$ cat config.mk
export PLATFORM = sky130hd
export DESIGN_NAME = modbus_crc_stream
export DESIGN_NICKNAME = d
export VERILOG_FILES = /design/src/rtl/modbus_crc_stream.sv
export SDC_FILE = /design/constraint.sdc
export NUM_CORES = 1
export LEC_CHECK = 0
export CORE_AREA = 2 2 77 79
export DETAILED_ROUTE_END_ITERATION = 10
export DIE_AREA = 0 0 79 81
export PLACE_DENSITY = 0.68
export SLEW_MARGIN = 20
export SYNTH_ARGS = -nofsm -noshare
export SYNTH_HDL_FRONTEND = slang
export SYNTH_SLANG_ARGS = --single-unit
$ cat constraint.sdc
create_clock -name clk_in -period 4.9 [get_ports clk_in]
set_input_delay 0.98 -clock clk_in [delete_from_list [all_inputs] [get_ports clk_in]]
set_output_delay 0.98 -clock clk_in [all_outputs]
set_load 0.02 [all_outputs]
$ cat src/rtl/modbus_crc_stream.sv
// Streaming reflected CRC engine for the Modbus RTU byte path (TX generation and RX residue check).
// Each accepted byte is folded into the register over 8/BITS_PER_CLK SHIFT cycles.
module modbus_crc_stream #(
    parameter int               CRC_W        = 16,
    parameter logic [CRC_W-1:0] POLY         = CRC_W'(16'hA001),
    parameter logic [CRC_W-1:0] INIT         = CRC_W'(16'hFFFF),
    parameter logic [CRC_W-1:0] XOROUT       = CRC_W'(16'h0000),
    parameter logic [CRC_W-1:0] RESIDUE      = CRC_W'(16'h0000),
    parameter int               BITS_PER_CLK = 1,
    parameter int               CNT_W        = 9
) (
    input  logic             clk_in,
    input  logic             rst_n_in,
    input  logic             frame_start,
    input  logic [7:0]       din,
    input  logic             din_valid,
    output logic             din_ready,
    input  logic             frame_end,
    output logic [CRC_W-1:0] crc_out,
    output logic             crc_ok,
    output logic             crc_done,
    output logic [CNT_W-1:0] byte_cnt,
    output logic             busy,
    output logic             state_dbg
);

    localparam int N    = 8 / BITS_PER_CLK;
    localparam int SC_W = (N > 1) ? $clog2(N) : 1;

    if (!(BITS_PER_CLK == 1 || BITS_PER_CLK == 2 || BITS_PER_CLK == 4 || BITS_PER_CLK == 8)) begin : g_bad_bpc
        $error("modbus_crc_stream: BITS_PER_CLK must be 1, 2, 4 or 8");
    end
    if (CRC_W < 8) begin : g_bad_width
        $error("modbus_crc_stream: CRC_W must be at least 8");
    end

    typedef enum logic {
        S_IDLE  = 1'b0,
        S_SHIFT = 1'b1
    } state_t;

    state_t           state_q, state_d;
    logic [CRC_W-1:0] crc_q, crc_d;
    logic [SC_W-1:0]  shift_cnt_q, shift_cnt_d;
    logic [CNT_W-1:0] byte_cnt_q, byte_cnt_d;
    logic             pending_q, pending_d;
    logic [CRC_W-1:0] crc_out_q, crc_out_d;
    logic             crc_ok_q, crc_ok_d;
    logic             crc_done_q, crc_done_d;

    logic [CRC_W-1:0] crc_next;
    logic [CRC_W-1:0] fin_val;
    logic             finalise;
    logic             last_shift;

    function automatic logic [CRC_W-1:0] crc_steps(input logic [CRC_W-1:0] r_in);
        logic [CRC_W-1:0] r;
        r = r_in;
        for (int i = 0; i < BITS_PER_CLK; i++) begin
            r = r[0] ? ((r >> 1) ^ POLY) : (r >> 1);
        end
        return r;
    endfunction

    // Handshake: a byte transfers on a rising edge where din_valid && din_ready; the source
    // holds din stable until then, and din_valid while din_ready is low has no effect.
    assign din_ready  = (state_q == S_IDLE);
    assign busy       = (state_q == S_SHIFT) || pending_q;
    assign state_dbg  = (state_q == S_SHIFT);
    assign crc_out    = crc_out_q;
    assign crc_ok     = crc_ok_q;
    assign crc_done   = crc_done_q;
    assign byte_cnt   = byte_cnt_q;
    assign crc_next   = crc_steps(crc_q);
    assign last_shift = (shift_cnt_q == SC_W'(N - 1));

    always_comb begin
        state_d     = state_q;
        crc_d       = crc_q;
        shift_cnt_d = shift_cnt_q;
        byte_cnt_d  = byte_cnt_q;
        pending_d   = pending_q;
        crc_out_d   = crc_out_q;
        crc_ok_d    = crc_ok_q;
        crc_done_d  = 1'b0;
        finalise    = 1'b0;
        fin_val     = crc_q;

        if (frame_start) begin
            state_d     = S_IDLE;
            crc_d       = INIT;
            shift_cnt_d = '0;
            byte_cnt_d  = '0;
            pending_d   = 1'b0;
        end else begin
            case (state_q)
                S_IDLE: begin
                    if (din_valid) begin
                        crc_d       = crc_q ^ CRC_W'(din);
                        byte_cnt_d  = (byte_cnt_q == '1) ? byte_cnt_q : byte_cnt_q + CNT_W'(1);
                        shift_cnt_d = '0;
                        pending_d   = frame_end;
                        state_d     = S_SHIFT;
                    end else if (frame_end) begin
                        finalise = 1'b1;
                        fin_val  = crc_q;
                    end
                end
                S_SHIFT: begin
                    crc_d       = crc_next;
                    shift_cnt_d = shift_cnt_q + SC_W'(1);
                    if (frame_end) begin
                        pending_d = 1'b1;
                    end
                    // A frame_end arriving in the final SHIFT cycle finalises on that same edge.
                    if (last_shift) begin
                        state_d     = S_IDLE;
                        shift_cnt_d = '0;
                        if (pending_q || frame_end) begin
                            finalise = 1'b1;
                            fin_val  = crc_next;
                        end
                    end
                end
                default: state_d = S_IDLE;
            endcase
        end

        if (finalise) begin
            crc_out_d  = fin_val ^ XOROUT;
            crc_ok_d   = (fin_val == RESIDUE);
            crc_done_d = 1'b1;
            crc_d      = INIT;
            byte_cnt_d = '0;
            pending_d  = 1'b0;
        end
    end

    always_ff @(posedge clk_in or negedge rst_n_in) begin
        if (!rst_n_in) begin
            state_q     <= S_IDLE;
            crc_q       <= INIT;
            shift_cnt_q <= '0;
            byte_cnt_q  <= '0;
            pending_q   <= 1'b0;
            crc_out_q   <= '0;
            crc_ok_q    <= 1'b0;
            crc_done_q  <= 1'b0;
        end else begin
            state_q     <= state_d;
            crc_q       <= crc_d;
            shift_cnt_q <= shift_cnt_d;
            byte_cnt_q  <= byte_cnt_d;
            pending_q   <= pending_d;
            crc_out_q   <= crc_out_d;
            crc_ok_q    <= crc_ok_d;
            crc_done_q  <= crc_done_d;
        end
    end

endmodule

* Word level (Yosys, flattened, before mapping) *
Index checks and enable logic that the tools add are counted.

storage, ports and cells
  bits in registers = 48
  output and inout port bits = 30
  logic and storage cells = 60

operators by class
  add/subtract/negate cells = 2
  equality and inequality tests = 7
  muxes and demuxes = 34
  bitwise gates (word level) = 3
  reductions and logical operators = 6

operator list
  kind                   count
  $mux W16               7
  $pmux W16 S2           2
  $mux W9                5
  $logic_not A16 Y1      1
  $xor A16 B8 Y16        1
  $mux W1                13
  $add A9 B1 Y9 const B  1
  $eq A9 B9 Y1 const B   1
  $mux W3                3
  $ne A4 B3 Y1 const B   2
  $ne A3 B3 Y1 const B   2
  $pmux W1 S2            3
  $pmux W3 S2            1
  $add A3 B1 Y3 const B  1
  $eq A3 B3 Y1 const B   1
  $ne A3 B2 Y1 const B   1
  $not A2 Y3             1
  $reduce_and A3 Y1      1
  $reduce_bool A3 Y1     1
  $logic_or A1 B1 Y1     2
  $reduce_and A2 Y1      1
  $not A1 Y1             1

* Depth between registers and ports, before layout *
Gate-level depths: netlist (run 1).

  depth in word-level cells = 7
  mapped depth = 8

* Least setup slack after synthesis (run 1) *
No wires, ideal clock.

  path kind = input-to-reg
  start point = input port frame_end
  end point = register crc_out_q[13] (netlist: crc_out[13])
  setup time = 0.125 ns
  arrival time = 2.046 ns
  required time = 4.775 ns
  setup slack = 2.729 ns
  stages = 4
  buffers on the path = 0
  cell sequence = o211ai_2 -> nor2_2 -> mux2_2 -> mux2_2

between the ends
  longest elaborated chain between the ends = 5

RTL lines
  item                                                RTL line  RTL
  start: declaration                                  18        input logic frame_end,
  $logic_or A1 B1 Y1                                  119       if (pending_q || frame_end) begin
  $mux W16 / $mux W1 (equally long branches)          119
  $mux W16 / $mux W1 (equally long branches)          116       if (last_shift) begin
  $pmux W16 S2 / $pmux W1 S2 (equally long branches)  96        case (state_q)
  $mux W16 / $mux W1 (equally long branches)          89        if (frame_start) begin
  end signal: assignment                              155       crc_out_q <= crc_out_d;
  end: declaration                                    47        logic [CRC_W-1:0] crc_out_q, crc_out_d;

Several ways; a longest one is shown, not always the timed one.
A chain may end at the register's enable or synchronous reset.

* Final worst setup path (run 1) *
  start point = register state_q (netlist: state_dbg)
  end point = output port din_ready

between the ends
  longest elaborated chain between the ends = 1

RTL lines
  item                      RTL line  RTL
  start: declaration        42        state_t state_q, state_d;
  start signal: assignment  150       state_q <= state_d;
  $not A1 Y1                --
  end: declaration          17        output logic din_ready,

Every way passes these cells.

==> summary.md, run 1 <==
| Metric | Value |
|---|---|
| Status | `completed` |
| Root buffer cell | `clkbuf_8` |
| R2R cell count | `4` |
| Synthesized area per cell | `10.3 sq um` |
| Iter 0 DRT Violations | `80` |
| Placed cell count | `339` |
| Pin count of the biggest net entering global routing | `49` |
| R2R Path Start | `state_dbg` |
| DIE HEIGHT | `81 um` |
| I/O pins | `43` |
| Clock transition at the registers of the reported paths | `0.09 ns` |
| Worst Path Arrival | `2.09 ns` |
| R2r setup slk | `2.24 ns` |
| Post-cts resize count | `0` |
| Worst setup EP type | `primary output` |
| NumNets Final | `288` |
| Worst-Margin Slew | `1.05 ns` |
| R2R Path End | `crc_out[13]` |
| CTS Buffer Depth | `2` |
| Endpoints failing setup | `0` |
| Final Hold Vio Count | `0` |
| Post-synth EDFFs | `0` |
| Antenna violations before repair | `0` |
| HP Start | `crc_out[11]` |
| Core Region | `0.00568 sq mm` |
| Row cnt | `28` |
| Pwr Total | `998 uW` |
| Starting density of the core | `0.426` |
| Worst hold path cell count | `2` |
| Vias per cell | `5.24` |
| Post-DRT Antenna Nets | `0` |
| Pleak | `0.00114 uW` |
| Port buffer count | `42` |
| RSZ-0062 raised after global routing | `no` |
| Post-synthesis mux area share | `0.0715` |
| Die Wd | `79 um` |
| First-pass GRT wire length | `8340 um` |
| PD cells | `337 mW/mm^2` |
| Drt drc | `0` |
| Fmax | `326 MHz` |
| Detailed Route WL | `5050 um` |
| CP max FO | `21` |
| XOR/XNOR Fraction of Synth Area | `0.0580` |
| Vias | `1817` |
| Buf/Inv on CP | `2` |
| Largest vdd supply drop | `0.000132 V` |
| Clock Sinks | `48` |
| GRT Total Usage | `0.167` |
| Clk_lat worst skew | `0.30 ns` |
| Crit start category | `register` |
| Worst path slowest cell | `dfrtp_1` |
| Setup Skew | `0.00954 ns` |
| # Post-CTS Setup Buffers | `0` |
| WS Path Type | `reg -> out` |
| Final setup TNS | `0 ns` |
| Synth Area in Simple Gates | `0.167` |
| Critical Path RT | `3.92 ns` |
| Yosys cell types | `44` |
| Max cap viols | `0` |
| Synth Warn # | `0` |
| Crit path largest cell delay | `0.75 ns` |
| Layout cell share with drive strength beyond 1 | `0.121` |
| Relative slew slack | `0.293` |
| CTS Buf Count | `5` |
| Syn_nets | `251` |
| Synth Area in Adders | `0.0207` |
| Hold Path Sink | `crc_out[11]` |
| Synth async-reset ratio | `1.00` |
| Part of the cycle the worst path needs | `0.626` |
| RD Place Congestion | `0.772` |
| Fin cells | `347` |
| Post-layout minimum cycle time | `3.07 ns` |
| Diodes inserted | `0` |
| Top delay family on crit path | `buffers and inverters` |
| Top_reg_cell synth | `dfrtp_1` |
| DRT Pass-1 Iters | `4` |
| Compound-gate portion of the synthesized area | `0.141` |
| Detailed placement HPWL | `3520 um` |
| Worst path cell trace | `inv_1, clkdlybuf4s50_1` |
| Worst hold-check path type | `reg -> reg` |
| Number of global-route vias before repair | `1755` |
| Flops & latches, synth | `48` |
| WL/cell | `14.5 um` |
| Layout area overhead | `22.6%` |
| CTS Hold Bufs | `0` |
| Mapped Area | `0.00242 sq mm` |
| Syn Inst Count | `234` |
| Largest family of logic cells by synthesized area | `simple AND/OR/NAND/NOR gates` |
| Sequential fraction of the synthesis area | `0.505` |
| Max Slew Vio Count | `0` |
| TritonCTS clock tree | `yes` |
| CTS H-tree lvls | `2` |
| Total gr overflow | `0` |
| Die area | `0.00640 sq mm` |
placed cells by master, fill, tap and decap left out, types with 2 or more instances in the layout:
| master | Yosys | layout |
|---|---|---|
| mux2i_1 | 15 | 15 |
| nor2_1 | 39 | 39 |
| and3_1 | 2 | 2 |
| mux2_2 | 2 | 2 |
| nor3_1 | 6 | 6 |
| nor3b_2 | 2 | 2 |
| inv_1 | 4 | 4 |
| nand3b_1 | 2 | 2 |
| o21ai_0 | 9 | 9 |
| dfstp_2 | 16 | 16 |
| dfrtp_1 | 32 | 32 |
| or3_1 | 5 | 5 |
| nand2_1 | 12 | 12 |
| clkbuf_8 | 0 | 5 |
| nand2b_1 | 3 | 3 |
| nand4_1 | 3 | 3 |
| a21oi_1 | 22 | 22 |
| xor2_1 | 7 | 7 |
| a221o_1 | 8 | 8 |
| xnor2_1 | 9 | 9 |
| ha_1 | 4 | 4 |
| a22oi_1 | 2 | 2 |
| clkdlybuf4s50_1 | 0 | 41 |
cell usage after synthesis, drive strengths merged (2+ instances only):
| library cell | number | area (sq um) |
|---|---|---|
| nor2 | 40 | 153 |
| dfrtp | 32 | 801 |
| a21oi | 23 | 126 |
| dfstp | 16 | 420 |
| mux2i | 15 | 150 |
| nand2 | 12 | 45.0 |
| buf | 9 | 61.3 |
| o21ai | 9 | 45.0 |
| xnor2 | 9 | 78.8 |
| a221o | 8 | 80.1 |
| xor2 | 7 | 61.3 |
| nor3 | 6 | 30.0 |
| or3 | 5 | 31.3 |
| ha | 4 | 50.1 |
| inv | 4 | 15.0 |
| clkbuf | 3 | 11.3 |
| nand2b | 3 | 18.8 |
| nand3b | 3 | 26.3 |
| nand4 | 3 | 18.8 |
| nor3b | 3 | 32.5 |
| a22oi | 2 | 15.0 |
| and3 | 2 | 12.5 |
| mux2 | 2 | 22.5 |
| o211ai | 2 | 20.0 |
per-layer routing:
layer	share of wire	routed length, um	GRT usage	vias up
li1	-	-	-	901
met1	0.48	2410	0.220	879
met2	0.49	2460	0.275	30
met3	0.023	116	0.0344	7
met4	0.013	64	0.0603	0
met5	0	0	0	-
metrics by stage:
stage / area [sq um] / setup WS [ns] / hold WS, ns / util
3_3_place_gp: 2850 / 1.60 / 0.512 / 0.503
3_5_place_dp: 2850 / 1.53 / 0.518 / 0.503
4_1_cts: 2960 / 1.80 / 0.542 / 0.522
5_1_grt: 2960 / 1.67 / 0.569 / 0.522
2_1_floorplan: 2420 / 2.73 / 0.492 / -
6_report: 2960 / 1.83 / 0.533 / 0.522
sequential cells by signal (all words and copies together) (netlist names):
signal and flops:
crc_q 16, crc_out 16, pending_q 1, shift_cnt_q 3
byte_cnt 9, state_dbg 1, crc_ok 1, crc_done 1
area by class of cell:
class	count	area [sq um]
Timing Repair Buffer	42	418
Clock buffer	6	72.6
Inverter	4	15.0
Fill cell	545	2710
Sequential cell	48	1220
Multi-Input combinational cell	170	1110
Clock inverter	2	35.0
Tap cell	75	93.8
cell families (layout without fill, tap and decap cells):
| group | Yosys count | in the layout |
|---|---|---|
| compound gates | 51 | 51 |
| xor+xnor | 16 | 16 |
| fa+ha+maj | 4 | 4 |
| buf+inv | 16 | 54 |
| flops | 48 | 48 |
| mux | 17 | 17 |
| simple gates | 82 | 82 |
worst max-delay path by stage:
stage           startpoint           to  slack (ns)  cells past startpoint
2_1_floorplan    frame_end  crc_out[13]        2.73                      4
3_3_place_gp   frame_start  crc_out[13]        1.60                      4
3_5_place_dp   frame_start  crc_out[13]        1.53                      4
4_1_cts          state_dbg    din_ready        1.80                      2
5_1_grt          state_dbg    din_ready        1.67                      2
6_report         state_dbg    din_ready        1.83                      2
where the power goes:
| part | internal, uW | switching [uW] |
|---|---|---|
| Combinational | 106 | 110 |
| Sequential | 452 | 45.7 |
| Clock | 152 | 132 |
worst register-to-register path: stages (launching register included):
cell and delay [ns]:
dfrtp_1 0.75, o211ai_2 0.39, nor2_2 0.74, mux2_2 0.42
mux2_2 0.26
Power figures use the tool's default switching activity.
==> run 2: changes to the inputs <==
- PLACE_DENSITY: 0.68 -> 0.71
- clock period: 4.9 -> 2.55 ns (I/O delays scaled with it)
==> run 2 against run 1 <==
  * Global-route usage about the same
  * Sequential share of layout area fell by 1.1 points
  * Cell area rose by 2.7%
  * Clock power is 88% higher
  * Total power increased by 92%
  * Utilization rose by 1.4 points
  * Count of clock-buffer cells in the layout is the same
  * Combinational power rose by 99%
  * Worst setup slack worse by 1.5 ns
  * Via count is 1.8% higher
  * Non-clock buffer count grew 11
==> summary.md, run 2 (synthesis results as in run 1) <==
| Metric | Value |
|---|---|
| Setup Skew | `0.00525 ns (-0.00429 ns)` |
| Placed Area | `0.00294 sq mm (+2.9%)` |
| Worst path slowest cell | `clkdlybuf4s50_1` |
| Total gr overflow | `0 (unchanged)` |
| Iter 0 DRT Violations | `120 (+50%)` |
| Die Wd | `79 um (unchanged)` |
| Met3 wire len | `149 um (+28%)` |
| Fillers | `552 (+1.3%)` |
| Diodes inserted | `0 (unchanged)` |
| Worst setup EP type | `primary output` |
| Clock transition at the registers of the reported paths | `0.09 ns (about the same)` |
| Port buffer count | `42 (unchanged)` |
| Worst path cell trace | `or2_2, clkdlybuf4s50_1` |
| Drt drc | `0 (unchanged)` |
| RD Place Congestion | `0.788 (+2.1%)` |
| Row cnt | `28 (unchanged)` |
| Max layer used | `met4` |
| Antenna violations before repair | `0 (unchanged)` |
| Pin count of the biggest net entering global routing | `49 (unchanged)` |
| Worst hold-check path type | `in -> async` |
| Largest vdd supply drop | `0.000340 V (+160%)` |
| Relative slew slack | `0.351 (+0.0578)` |
| Most common cell after layout, fill and taps aside | `clkdlybuf4s50_1` |
| GRT Total Usage | `0.167 (+0.000280)` |
| Layout area overhead | `25.9%` |
| Post-cts resize count | `0 (unchanged)` |
| Vias | `1849 (+1.8%)` |
| Die area | `0.00640 sq mm (unchanged)` |
| First-pass GRT wire length | `8590 um (+3.0%)` |
| Worst-Margin Slew | `0.968 ns (-0.0861 ns)` |
| Cell area after layout | `0.00304 sq mm (+2.7%)` |
| Fmax | `457 MHz` |
| R2R cell count | `7 (+3)` |
| Most frequent cells in the layout | `clkdlybuf4s50_1 (41), nor2_1 (39), dfrtp_1 (32)` |
| Starting density of the core | `0.426 (unchanged)` |
| Detailed placement HPWL | `3590 um (+2.0%)` |
| Vias per cell | `5.16 (-1.4%)` |
| PD cells | `630 mW/mm^2 (+87%)` |
| I/O pins | `43 (unchanged)` |
| Max cap viols | `0 (unchanged)` |
| Status | `completed` |
| Pleak | `0.00119 uW (+4.6%)` |
| Number of global-route vias before repair | `1807 (+3.0%)` |
| Fin Hold WS | `0.297 ns (-0.236 ns)` |
| CP max FO | `12 (-43%)` |
| CTS Buf Count | `5 (unchanged)` |
| Critical Path RT | `2.04 ns (-1.88 ns)` |
| Worst Path Arrival | `1.68 ns (-0.41 ns)` |
| Metal-1 WL | `2390 um (-0.79%)` |
| Final setup TNS | `0 ns (unchanged)` |
| DRT Pass-1 Iters | `4 (unchanged)` |
| Core Region | `0.00568 sq mm (unchanged)` |
| DIE HEIGHT | `81 um (unchanged)` |
| Clk_lat worst skew | `0.29 ns (about the same)` |
| WL/cell | `14.1 um (-3.3%)` |
| TritonCTS clock tree | `yes` |
| CTS H-tree lvls | `2 (unchanged)` |
| RSZ-0062 raised after global routing | `no` |
| Part of the cycle the worst path needs | `0.858` |
| NumNets Final | `299 (+3.8%)` |
| Post-layout minimum cycle time | `2.19 ns` |
| Layout cell share with drive strength beyond 1 | `0.155 (+0.0342)` |
| Clock Sinks | `48 (unchanged)` |
| Final Hold Vio Count | `0 (unchanged)` |
| CTS Hold Bufs | `0 (unchanged)` |
| Detailed Route WL | `5040 um (-0.24%)` |
| Met2 routed WL | `2470 um (+0.37%)` |
| Endpoints failing setup | `0 (unchanged)` |
| Post-DRT Antenna Nets | `0 (unchanged)` |
| Max Slew Vio Count | `0 (unchanged)` |
| Crit start category | `register` |
| WS Path Type | `reg -> out` |
| Root buffer cell | `clkbuf_8` |
| Crit path largest cell delay | `0.54 ns (-0.21 ns)` |
| CTS Buffer Depth | `2 (unchanged)` |
| # Post-CTS Setup Buffers | `0 (unchanged)` |
==> run 2: per-stage QoR <==
stage | power (uW) | util | std cells | setup WS [ns]
after floorplan | 1190 | - | 234 | 0.643
after global placement | 1390 | 0.517 | 350 | 0.263
after detailed placement | 1400 | 0.517 | 350 | 0.197
after CTS | 1940 | 0.536 | 358 | 0.341
after global routing | 2030 | 0.536 | 358 | 0.265
final | 1920 | 0.536 | 358 | 0.362
==> run 2: final cells by class <==
cell class / count / area (sq um) / area share
clock buffer: 6 / 72.6 / 0.0238
tap: 75 / 93.8 / 0.0308
timing repair buffer: 53 / 498 / 0.164
clock inverter: 2 / 35.0 / 0.0115
sequential: 48 / 1220 / 0.401
inverter: 4 / 15.0 / 0.00493
multi-input combinational: 170 / 1110 / 0.364
==> run 2: critical path: cells and delay by family, from the launching register on <==
| family | cells | cell delay (ns) |
|---|---|---|
| buf+inv | 1 | 0.54 |
| flops | 1 | 0.51 |
| simple gates | 1 | 0.34 |
==> run 2: power breakdown <==
part	switching (uW)	internal, uW
registers	85.1	868
logic	217	214
clock network	242	291
total	544	1370
==> run 2: worst paths after layout <==
path | slack (ns) | end | start
max in group asynchronous | 1.84 | byte_cnt[5] | rst_n_in
worst min register to register | 0.53 | crc_out[14] | crc_out[14]
worst max register to register | 0.63 | crc_q[3] | shift_cnt_q[0]
worst min-delay path | 0.30 | crc_out[4] | rst_n_in
min in group clk_in | 0.53 | crc_out[14] | crc_out[14]
worst max-delay path | 0.36 | busy | state_dbg
==> run 2: per-layer routing <==
metal,vias to the layer above,GRT usage
li1,919,-
met1,893,0.222
met2,35,0.288
met3,2,0.0278
met4,0,0.0414
met5,-,0
